**config.mk**
```make
export PLATFORM = sky130hd
export DESIGN_NAME = pong_match_ctrl_flat
export DESIGN_NICKNAME = d
export VERILOG_FILES = /design/src/rtl/pong_match_pkg.sv /design/src/rtl/pong_match_if.sv /design/src/rtl/pong_match_lfsr.sv /design/src/rtl/pong_match_ctrl.sv /design/src/flat_wrapper.sv
export SDC_FILE = /design/constraint.sdc
export NUM_CORES = 1
export LEC_CHECK = 0
export CORE_ASPECT_RATIO = 1.4
export CORE_UTILIZATION = 45
export DETAILED_ROUTE_END_ITERATION = 16
export PLACE_DENSITY = 0.91
export SLEW_MARGIN = 0
export SYNTH_ARGS = -nofsm -noshare
export SYNTH_HDL_FRONTEND = slang
export SYNTH_SLANG_ARGS = --single-unit
```
**constraint.sdc**
```tcl
create_clock -name clk_i -period 2.7 [get_ports clk_i]
set_input_delay 0.27 -clock clk_i [delete_from_list [all_inputs] [get_ports clk_i]]
set_output_delay 0.27 -clock clk_i [all_outputs]
set_load 0.05 [all_outputs]
```
**src/rtl/pong_match_pkg.sv**
```systemverilog
// Shared types and constants for the pong match controller.
// Optional BCD score outputs are enabled by the PONG_MATCH_BCD_EN macro.
package pong_match_pkg;

  typedef enum logic [1:0] {
    ST_IDLE,
    ST_PLAY,
    ST_OVER
  } state_e;

  localparam int M_SCORE_W = 4;
  localparam int RND_NUM_W = 9;

  localparam int LFSR_W = 9;
  localparam logic [LFSR_W-1:0] LFSR_SEED = 9'h1FF;

  // x^9 + x^5 + 1 -> feedback from stages 9 and 5
  localparam int TAP_HI = 8;
  localparam int TAP_LO = 4;

`ifdef PONG_MATCH_BCD_EN
  function automatic logic [7:0] to_bcd(input logic [7:0] v);
    logic [7:0] tens;
    logic [7:0] ones;
    tens = v / 8'd10;
    ones = v % 8'd10;
    return {tens[3:0], ones[3:0]};
  endfunction
`endif

endpackage

```
**src/rtl/pong_match_if.sv**
```systemverilog
// Match controller bus: key/frame/point inputs and
// game state, score, random and BCD outputs.
interface pong_match_if #(
  parameter int M_SCORE_W = 4,
  parameter int RND_NUM_W = 9
);

  logic                 game_rst_i;
  logic                 new_frame_i;
  logic                 p_point_i;
  logic                 e_point_i;
  logic                 game_en_o;
  logic [M_SCORE_W-1:0] player_score_o;
  logic [M_SCORE_W-1:0] enemy_score_o;
  logic                 winner_o;
  logic [RND_NUM_W-1:0] rnd_num_o;
  logic [7:0]           player_bcd_o;
  logic [7:0]           enemy_bcd_o;

  modport master (
    output game_rst_i,
    output new_frame_i,
    output p_point_i,
    output e_point_i,
    input  game_en_o,
    input  player_score_o,
    input  enemy_score_o,
    input  winner_o,
    input  rnd_num_o,
    input  player_bcd_o,
    input  enemy_bcd_o
  );

  modport slave (
    input  game_rst_i,
    input  new_frame_i,
    input  p_point_i,
    input  e_point_i,
    output game_en_o,
    output player_score_o,
    output enemy_score_o,
    output winner_o,
    output rnd_num_o,
    output player_bcd_o,
    output enemy_bcd_o
  );

endinterface

```
**src/rtl/pong_match_lfsr.sv**
```systemverilog
// Free-running 9-bit Fibonacci LFSR, x^9 + x^5 + 1.
// Never reaches the all-zero state from the non-zero seed.
module match_lfsr #(
  parameter int RND_NUM_W = pong_match_pkg::RND_NUM_W
) (
  input  logic                 clk_i,
  input  logic                 rst_i,
  output logic [RND_NUM_W-1:0] rnd_num_o
);

  import pong_match_pkg::*;

  logic [LFSR_W-1:0] lfsr_q;
  logic              fb;

  assign fb = lfsr_q[TAP_HI] ^ lfsr_q[TAP_LO];

  // shift every cycle, feedback enters at bit 0
  always_ff @(posedge clk_i or posedge rst_i) begin
    if (rst_i) begin
      lfsr_q <= LFSR_SEED;
    end else begin
      lfsr_q <= {lfsr_q[LFSR_W-2:0], fb};
    end
  end

  assign rnd_num_o = RND_NUM_W'(lfsr_q);

endmodule

```
**src/rtl/pong_match_ctrl.sv**
```systemverilog
// Pong match controller: IDLE/PLAY/OVER FSM, saturating scores,
// winner flag, LFSR and optional BCD outputs (PONG_MATCH_BCD_EN).
module pong_match_ctrl #(
  parameter int WIN_SCORE = 5,
  parameter int M_SCORE_W = pong_match_pkg::M_SCORE_W,
  parameter int RND_NUM_W = pong_match_pkg::RND_NUM_W
) (
  input logic        clk_i,
  input logic        rst_i,
  pong_match_if.slave bus
);

  import pong_match_pkg::*;

  localparam logic [M_SCORE_W-1:0] WIN = M_SCORE_W'(WIN_SCORE);

  state_e               state_q;
  state_e               state_d;
  logic                 game_rst_q;
  logic                 start;
  logic                 enter_play;
  logic                 game_en;
  logic [M_SCORE_W-1:0] ps_q;
  logic [M_SCORE_W-1:0] es_q;
  logic                 winner_q;

  assign start = bus.game_rst_i & ~game_rst_q;
  assign enter_play = (state_d == ST_PLAY) &&
                      (state_q != ST_PLAY);

  // state register
  always_ff @(posedge clk_i or posedge rst_i) begin
    if (rst_i) begin
      state_q <= ST_IDLE;
    end else begin
      state_q <= state_d;
    end
  end

  // next state and Moore play-enable
  always_comb begin
    state_d = state_q;
    game_en = 1'b0;
    unique case (state_q)
      ST_IDLE: begin
        if (start) state_d = ST_PLAY;
      end
      ST_PLAY: begin
        game_en = 1'b1;
        if (ps_q == WIN || es_q == WIN)
          state_d = ST_OVER;
      end
      ST_OVER: begin
        if (start) state_d = ST_PLAY;
      end
      default: state_d = ST_IDLE;
    endcase
  end

  // key edge register, scores and winner flag
  always_ff @(posedge clk_i or posedge rst_i) begin
    if (rst_i) begin
      game_rst_q <= 1'b0;
      ps_q       <= '0;
      es_q       <= '0;
      winner_q   <= 1'b0;
    end else begin
      game_rst_q <= bus.game_rst_i;
      if (enter_play) begin
        ps_q <= '0;
        es_q <= '0;
      end else if (state_q == ST_PLAY &&
                   bus.new_frame_i) begin
        if (bus.p_point_i && ps_q != WIN)
          ps_q <= ps_q + 1'b1;
        if (bus.e_point_i && es_q != WIN)
          es_q <= es_q + 1'b1;
      end
      if (state_q == ST_PLAY &&
          state_d == ST_OVER)
        winner_q <= (ps_q == WIN);
    end
  end

  match_lfsr #(
    .RND_NUM_W(RND_NUM_W)
  ) u_lfsr (
    .clk_i    (clk_i),
    .rst_i    (rst_i),
    .rnd_num_o(bus.rnd_num_o)
  );

  assign bus.game_en_o      = game_en;
  assign bus.player_score_o = ps_q;
  assign bus.enemy_score_o  = es_q;
  assign bus.winner_o       = winner_q;

`ifdef PONG_MATCH_BCD_EN
  assign bus.player_bcd_o = to_bcd(8'(ps_q));
  assign bus.enemy_bcd_o  = to_bcd(8'(es_q));
`else
  assign bus.player_bcd_o = 8'h00;
  assign bus.enemy_bcd_o  = 8'h00;
`endif

endmodule

```
**src/flat_wrapper.sv**
```systemverilog
// flat-port wrapper written by rule: the top's interface ports become plain ports
module pong_match_ctrl_flat import pong_match_pkg::*;
#(
  parameter int WIN_SCORE = 5,
  parameter int M_SCORE_W = pong_match_pkg::M_SCORE_W,
  parameter int RND_NUM_W = pong_match_pkg::RND_NUM_W
)
  (clk_i, rst_i, bus_game_rst_i, bus_new_frame_i, bus_p_point_i, bus_e_point_i, bus_game_en_o, bus_player_score_o, bus_enemy_score_o, bus_winner_o, bus_rnd_num_o, bus_player_bcd_o, bus_enemy_bcd_o);
  pong_match_if #(.M_SCORE_W(M_SCORE_W), .RND_NUM_W(RND_NUM_W)) bus_i ();
  input logic clk_i;
  input logic rst_i;
  input wire logic [$bits(bus_i.game_rst_i)-1:0] bus_game_rst_i;
  input wire logic [$bits(bus_i.new_frame_i)-1:0] bus_new_frame_i;
  input wire logic [$bits(bus_i.p_point_i)-1:0] bus_p_point_i;
  input wire logic [$bits(bus_i.e_point_i)-1:0] bus_e_point_i;
  output wire logic [$bits(bus_i.game_en_o)-1:0] bus_game_en_o;
  output wire logic [$bits(bus_i.player_score_o)-1:0] bus_player_score_o;
  output wire logic [$bits(bus_i.enemy_score_o)-1:0] bus_enemy_score_o;
  output wire logic [$bits(bus_i.winner_o)-1:0] bus_winner_o;
  output wire logic [$bits(bus_i.rnd_num_o)-1:0] bus_rnd_num_o;
  output wire logic [$bits(bus_i.player_bcd_o)-1:0] bus_player_bcd_o;
  output wire logic [$bits(bus_i.enemy_bcd_o)-1:0] bus_enemy_bcd_o;
  assign bus_i.game_rst_i = bus_game_rst_i;
  assign bus_i.new_frame_i = bus_new_frame_i;
  assign bus_i.p_point_i = bus_p_point_i;
  assign bus_i.e_point_i = bus_e_point_i;
  assign bus_game_en_o = bus_i.game_en_o;
  assign bus_player_score_o = bus_i.player_score_o;
  assign bus_enemy_score_o = bus_i.enemy_score_o;
  assign bus_winner_o = bus_i.winner_o;
  assign bus_rnd_num_o = bus_i.rnd_num_o;
  assign bus_player_bcd_o = bus_i.player_bcd_o;
  assign bus_enemy_bcd_o = bus_i.enemy_bcd_o;
  pong_match_ctrl #(.WIN_SCORE(WIN_SCORE), .M_SCORE_W(M_SCORE_W), .RND_NUM_W(RND_NUM_W)) u_core (.clk_i(clk_i), .rst_i(rst_i), .bus(bus_i));
endmodule
```
==> results of run 1 <==
[worst max-delay path, delay by kind of cell (launching register included)]
family                 cells  cell delay (ns)
buffers and inverters      2             0.88
DFF                        1             0.46
and+or+nand+nor            1             0.29
[per-stage QoR]
step	hold slack (ns)	cells	cell area, µm²
2_1_floorplan	0.2399	104	1062
3_3_place_gp	0.3562	132	1205
3_5_place_dp	0.3561	132	1205
4_1_cts	0.3734	136	1231
5_1_grt	0.3758	136	1231
6_report	0.3719	136	1231
[cells in the mapped netlist (all sizes together) (2+ instances only)]
| cell type | number | area, µm² |
|---|---|---|
| or4 | 2 | 15.01 |
| ha | 4 | 50.05 |
| or3 | 3 | 18.77 |
| dfrtp | 12 | 300.3 |
| a21oi | 6 | 30.03 |
| and3b | 2 | 17.52 |
| inv | 6 | 22.52 |
| nand3 | 3 | 15.01 |
| dfstp | 9 | 236.5 |
| nand4b | 2 | 23.77 |
| o21ai | 6 | 30.03 |
| o31ai | 2 | 15.01 |
| buf | 16 | 120.1 |
[kinds of logic (layout without fill, tap and decap cells)]
logic type	after synthesis	after routing
AO/OA/AOI/OAI	18	18
XOR/XNOR	1	1
adder cells (fa/ha/maj)	4	4
buffers and inverters	23	34
flip-flops	21	21
multiplexers	1	1
other	1	16
AND/OR/NAND/NOR	20	20
[worst min-delay path by stage]
stage | start | endpoint | slack, ns | depth (start not counted)
CTS | u_core.u_lfsr.rnd_num_o[3]$_DFF_PP1_ | u_core.u_lfsr.rnd_num_o[4]$_DFF_PP1_ | 0.37 | 0
floorplan | rst_i | u_core.bus.enemy_score_o[0]$_DFFE_PP0P_ | 0.24 | 1
finish | u_core.u_lfsr.rnd_num_o[2]$_DFF_PP1_ | u_core.u_lfsr.rnd_num_o[3]$_DFF_PP1_ | 0.37 | 0
global route | u_core.u_lfsr.rnd_num_o[3]$_DFF_PP1_ | u_core.u_lfsr.rnd_num_o[4]$_DFF_PP1_ | 0.38 | 0
global placement | u_core.u_lfsr.rnd_num_o[5]$_DFF_PP1_ | u_core.u_lfsr.rnd_num_o[6]$_DFF_PP1_ | 0.36 | 0
detailed placement | u_core.u_lfsr.rnd_num_o[1]$_DFF_PP1_ | u_core.u_lfsr.rnd_num_o[2]$_DFF_PP1_ | 0.36 | 0
[final cells by class]
type	count	share of cell area, %
tap	21	2.134
clock buffer	4	2.134
multi-input combinational	60	30.79
inverter	6	1.829
sequential	21	43.60
timing repair buffer	24	19.51
[power breakdown]
| group | internal (µW) | switching (µW) |
|---|---|---|
| logic | 186 | 376 |
| clock network | 57.5 | 86.1 |
| registers | 376 | 79.1 |
[state kept, by name (all words and copies together) (netlist names)]
name / flops
u_core.state_q: 2
u_core.game_rst_q: 1
u_core.u_lfsr.rnd_num_o: 9
u_core.bus.player_score_o: 4
u_core.bus.enemy_score_o: 4
u_core.bus.winner_o: 1
[metal layers]
metal	vias to the layer above	global-route usage, %
met5	-	0
met4	0	6.912
li1	332	-
met2	34	26.79
met3	5	2.804
met1	336	19.67
==> flow_metrics.tcl, run 1 <==
set metrics [dict create \
    cts_inserted_buffers 3 \
    dieArea_um2 2431 \
    core_region_um2 2044 \
    power.density_nw_per_um2 942.8 \
    ant_nets 0 \
    power_uw 1161 \
    die_y_um 57.95 \
    ctsRootBufferMaster "sky130_fd_sc_hd__clkbuf_4" \
    worst_setup_path_startpoint "u_core.state_q[0]$_DFF_PP0_" \
    sum_neg_setup_slack_ns 0 \
    clk_latency_ns 0.29 \
    met1_length_um 761 \
    clock-skew-final_ns 0.001864 \
    slowest_stage "sky130_fd_sc_hd__clkdlybuf4s50_1" \
    timing.max_cap.violations 0 \
    top_signal_layer_used "met4" \
    drt_pre_antenna_iters 4 \
    initial_util_pct 49.20 \
    cts_hold_buffers_added 0 \
    multi_input_area_um2 379.1 \
    core.rowCount 19 \
    yosysWarnings 0 \
    port-buffer-count 24 \
    post-cts-setup-buffers 0 \
    area_delta_synth_final_pct 22.39 \
    drcViolationCount 0 \
    grt_antenna_before_repair 0 \
    unrepaired_setup_endpoints_after_global_routing "no" \
    cts_resized 0 \
    synth-async-reset-ratio_pct 100.0 \
    gp_routability_congestion 0.7332 \
    total_number_of_h_tree_levels 1 \
    utilization_pct 60.22 \
    synth_top_family_by_area "buffers and inverters" \
    post_synth_inst_count 89 \
    reg_to_reg_start "u_core.bus.player_score_o[0]$_DFFE_PP0P_" \
    setup_viol 0 \
    wl_per_cell_um 12.88 \
    vias 707 \
    power.leakage_uw 0.0005490 \
    antenna_cells_inserted 0 \
    met3_length_um 72 \
    syn_avg_cell_area_um2 11.30 \
    worst_path_largest_cell_delay_ns 0.80 \
    drt-vias-per-instance 5.199 \
    detailed_placement_wirelength_estimate_um 1342 \
    detail_route.iter0.violations 12 \
    crit_required_ns 2.43 \
    grt_pass1_wl_um 2870 \
    tritoncts_num_sinks 21 \
    nets 126 \
    crit_path_end_kind "primary output" \
    die_width_um 41.96 \
    reg2reg_setup_slack_ns 1.02 \
    critical_path_arrival_ns 1.94 \
    fmaxAchievable_mhz 453.5 \
    fin_crit_sh_pct 81.68 \
    mostFrequentLayoutCell "sky130_fd_sc_hd__clkdlybuf4s50_1" \
    min-delay-path-class "flip-flop to flip-flop" \
    place_ws_ns 0.8317 \
    worstRegToRegCells 4 \
    ys.flop_type "sky130_fd_sc_hd__dfrtp_1" \
    synth_edf_count 0 \
    fin_ws_ns 0.4947 \
    cts_max_path_buffers 2 \
    slew_violations 0 \
    grt_max_degree 22 \
    tightestPinTransition_ns 0.7438 \
    seqCellArea_um2 536.8 \
    ir_worst_vdd_mv 0.5094 \
    synth_simple_gate_area_share_pct 14.18 \
    post_synth_num_cell_types 30 \
    cts.clk_slew.worst_paths_ns 0.11 \
    endpoint "bus_game_en_o" \
    overflow 0 \
    status "finished clean" \
    synthMuxAreaShare_pct 0.9950 \
    mostFrequentLayoutCells "24 x sky130_fd_sc_hd__clkdlybuf4s50_1, 16 x sky130_fd_sc_hd__conb_1, 12 x sky130_fd_sc_hd__dfrtp_1, 9 x sky130_fd_sc_hd__dfstp_2" \
    first_global_vias 672 \
    period_needed_ns 2.205 \
    drt_wl_total_um 1752 \
    final-hold-violation-count 0 \
    worst_setup_path_start_kind "flip-flop" \
    grt_usage_pct 15.79 \
    synth-compound-area-share_pct 10.70 \
    regToRegEndpoint "u_core.bus.player_score_o[3]$_DFFE_PP0P_" \
    timing_worst_setup_path_type "flip-flop to primary output" \
    floorplan.io_pins 41 \
    tritoncts "yes" \
    yosys.area_share.adder_pct 4.975 \
    synth_xor_area_share_pct 0.8706 \
    final_layout_size_suffix_gt1_share_pct 12.17 \
    critical_path.max_fanout 7 \
    syn-cell-area_um2 1006 \
    crit_path_cell_trace "or2b_1, inv_1, clkdlybuf4s50_1" \
    timing.max_slew.rel_slack_pct 50.36 \
    ys_seq_elements 21 \
    met2WireLength_um 894 \
    fillers 176 \
    synth_seq_area_share_pct 53.36 \
]
No activity file was read; power rests on OpenSTA's default activity.
==> run 2, diff against run 1 <==
--- a/config.mk
+++ b/config.mk
@@ -6,9 +6,9 @@
 export NUM_CORES = 1
 export LEC_CHECK = 0
 export CORE_ASPECT_RATIO = 1.4
-export CORE_UTILIZATION = 45
+export CORE_UTILIZATION = 38
 export DETAILED_ROUTE_END_ITERATION = 16
-export PLACE_DENSITY = 0.91
+export PLACE_DENSITY = 0.83
 export SLEW_MARGIN = 0
 export SYNTH_ARGS = -nofsm -noshare
 export SYNTH_HDL_FRONTEND = slang
==> constraint.sdc (replaced) <==
create_clock -name clk_i -period 1.9 [get_ports clk_i]
set_input_delay 0.19 -clock clk_i [delete_from_list [all_inputs] [get_ports clk_i]]
set_output_delay 0.19 -clock clk_i [all_outputs]
set_load 0.05 [all_outputs]
==> run 2 against run 1 <==
Clock skew up 0.0049 ns. Largest cell class unchanged. Core utilization down 8.4 points. Worst setup slack worse by 0.42 ns.
==> flow_metrics.tcl, run 2 (synthesized netlist as in run 1, its figures left out) <==
set metrics [dict create \
    status "finished clean" \
    drt_pre_antenna_iters 3 \
    reg2reg_setup_slack_ns 0.23 \
    worst_path_largest_cell_delay_ns 0.79 \
    mostFrequentLayoutCell "sky130_fd_sc_hd__clkdlybuf4s50_1" \
    nets 128 \
    final-hold-violation-count 0 \
    area_delta_synth_final_pct 25.87 \
    core.rowCount 21 \
    cts_max_path_buffers 2 \
    clock-skew-final_ns 0.006782 \
    crit_required_ns 1.71 \
    min-delay-path-class "primary input to async pin" \
    cts_inserted_buffers 3 \
    die_y_um 62.88 \
    floorplan.io_pins 41 \
    share_seq_of_total_power_pct 39.3 \
    timing_worst_setup_path_type "flip-flop to primary output" \
    setup_viol 0 \
    grt_max_degree 22 \
    final_layout_size_suffix_gt1_share_pct 15.38 \
    utilization_pct 51.82 \
    ant_nets 0 \
    cp_top_family "buffers and inverters" \
    dieArea_um2 2860 \
    critical_path_depth 1 \
    fraction_of_power_spent_switching_nets_pct 47.09 \
    power.internal_uw 876.6 \
    worstPathBufferInverterCount 1 \
    port-buffer-count 24 \
    timing.max_slew.rel_slack_pct 65.93 \
    core_region_um2 2444 \
    first_global_vias 708 \
    initial_util_pct 41.17 \
    worstRegToRegCells 4 \
    detailed_placement_wirelength_estimate_um 1369 \
    tightestPinTransition_ns 0.5102 \
    vias 720 \
    mostFrequentLayoutCells "21 x sky130_fd_sc_hd__clkdlybuf4s50_1, 16 x sky130_fd_sc_hd__conb_1, 12 x sky130_fd_sc_hd__dfrtp_1, 9 x sky130_fd_sc_hd__dfstp_2" \
    ir_worst_vdd_mv 0.7366 \
    reg_to_reg_start "u_core.bus.player_score_o[0]$_DFFE_PP0P_" \
    total_number_of_h_tree_levels 1 \
    overflow 0 \
    power_uw 1657 \
    critical_path.max_fanout 2 \
    ctsRootBufferMaster "sky130_fd_sc_hd__clkbuf_4" \
    drcViolationCount 0 \
    power.share.clock_pct 12.4 \
    grt_antenna_before_repair 0 \
    tritoncts "yes" \
    power.leakage_uw 0.0006001 \
    detail_route.iter0.violations 27 \
    clk_latency_ns 0.30 \
    wl_per_cell_um 11.93 \
    slowest_stage "sky130_fd_sc_hd__clkdlybuf4s50_1" \
    grt_usage_pct 14.28 \
    period_needed_ns 1.828 \
    p_comb_share_pct 48.3 \
    cts.clk_slew.worst_paths_ns 0.11 \
    post-cts-setup-buffers 0 \
    regToRegEndpoint "u_core.bus.player_score_o[3]$_DFFE_PP0P_" \
    drt_wl_total_um 1802 \
    endpoint "bus_rnd_num_o[0]" \
    p_sw_uw 780.1 \
    die_width_um 45.49 \
    unrepaired_setup_endpoints_after_global_routing "no" \
    cts_resized 0 \
    worst_setup_path_start_kind "flip-flop" \
    detailed_place.area_um2 1234 \
    antenna_cells_inserted 0 \
    tritoncts_num_sinks 21 \
    slew_violations 0 \
    drt-vias-per-instance 4.768 \
    critical_path_arrival_ns 1.64 \
    timing.max_cap.violations 0 \
    grt_pass1_wl_um 3105 \
    sum_neg_setup_slack_ns 0 \
    crit_path_cell_trace "clkdlybuf4s50_1" \
    layout.cell_area.non_filler_um2 1266 \
    power.density_nw_per_um2 1308 \
    cts_hold_buffers_added 0 \
    fin_crit_sh_pct 96.24 \
    fmaxAchievable_mhz 546.9 \
    crit_path_end_kind "primary output" \
    gp_routability_congestion 0.7990 \
    worst_setup_path_startpoint "u_core.u_lfsr.rnd_num_o[0]$_DFF_PP1_" \
    largest_register_ff_count 9 \
]
[run 2: cell count changes in the layout (fill, tap and decap cells not counted), sizes merged]
cell	before	now
clkdlybuf4s50	24	21
clkinv	0	1
dlymetal6s2s	0	2
clkbuf	4	3
buf	0	3
[run 2: cell type report]
cell class	count	area [µm²]
multi-input cells	60	379.1
fillers	226	1177
flip-flops and latches	21	536.8
inverters	6	22.52
repair buffers	26	257.7
well taps	34	42.54
clock inverters	1	5.005
clock buffers	3	22.52
[run 2: worst min path at each step]
stage | cells after the start | from | slack, ns | end
detailed placement | 0 | u_core.u_lfsr.rnd_num_o[6]$_DFF_PP1_ | 0.36 | u_core.u_lfsr.rnd_num_o[7]$_DFF_PP1_
global placement | 0 | u_core.u_lfsr.rnd_num_o[7]$_DFF_PP1_ | 0.36 | u_core.u_lfsr.rnd_num_o[8]$_DFF_PP1_
CTS | 3 | rst_i | 0.21 | u_core.bus.player_score_o[1]$_DFFE_PP0P_
global route | 3 | rst_i | 0.21 | u_core.bus.player_score_o[1]$_DFFE_PP0P_
floorplan | 1 | rst_i | 0.16 | u_core.bus.enemy_score_o[0]$_DFFE_PP0P_
finish | 3 | rst_i | 0.20 | u_core.bus.enemy_score_o[3]$_DFFE_PP0P_
[run 2: power by group through the flow]
| stage | Clock, µW | Sequential (µW) | Combinational [µW] |
|---|---|---|---|
| floorplan | 0 | 871 | 359 |
| global placement | 0 | 649 | 785 |
| detailed placement | 0 | 654 | 801 |
| CTS | 218 | 647 | 805 |
| global route | 237 | 665 | 864 |
| finish | 206 | 651 | 800 |
[run 2: worst register-to-register path, delay by kind of cell, from the launching register on]
family,cells,cell delay (ns)
AND/OR/NAND/NOR,2,0.77
adder cells (fa/ha/maj),1,0.23
flip-flops,1,0.45
AO/OA/AOI/OAI,1,0.15
[run 2: metal layers]
layer | track usage [%] | up-vias | part of all wire (%)
met5 | 0 | - | 0
li1 | - | 337 | -
met1 | 18.23 | 356 | 44
met2 | 23.57 | 25 | 50
met4 | 5.303 | 0 | 1.1
met3 | 1.734 | 2 | 4.5
[run 2: stage by stage]
step | instances | setup slack [ns] | hold slack [ns]
floorplan | 104 | 0.04712 | 0.1599
global placement | 147 | 0.2775 | 0.3560
detailed placement | 147 | 0.2612 | 0.3556
CTS | 151 | 0.01849 | 0.2091
global route | 151 | 0.003428 | 0.2076
finish | 151 | 0.07152 | 0.2013
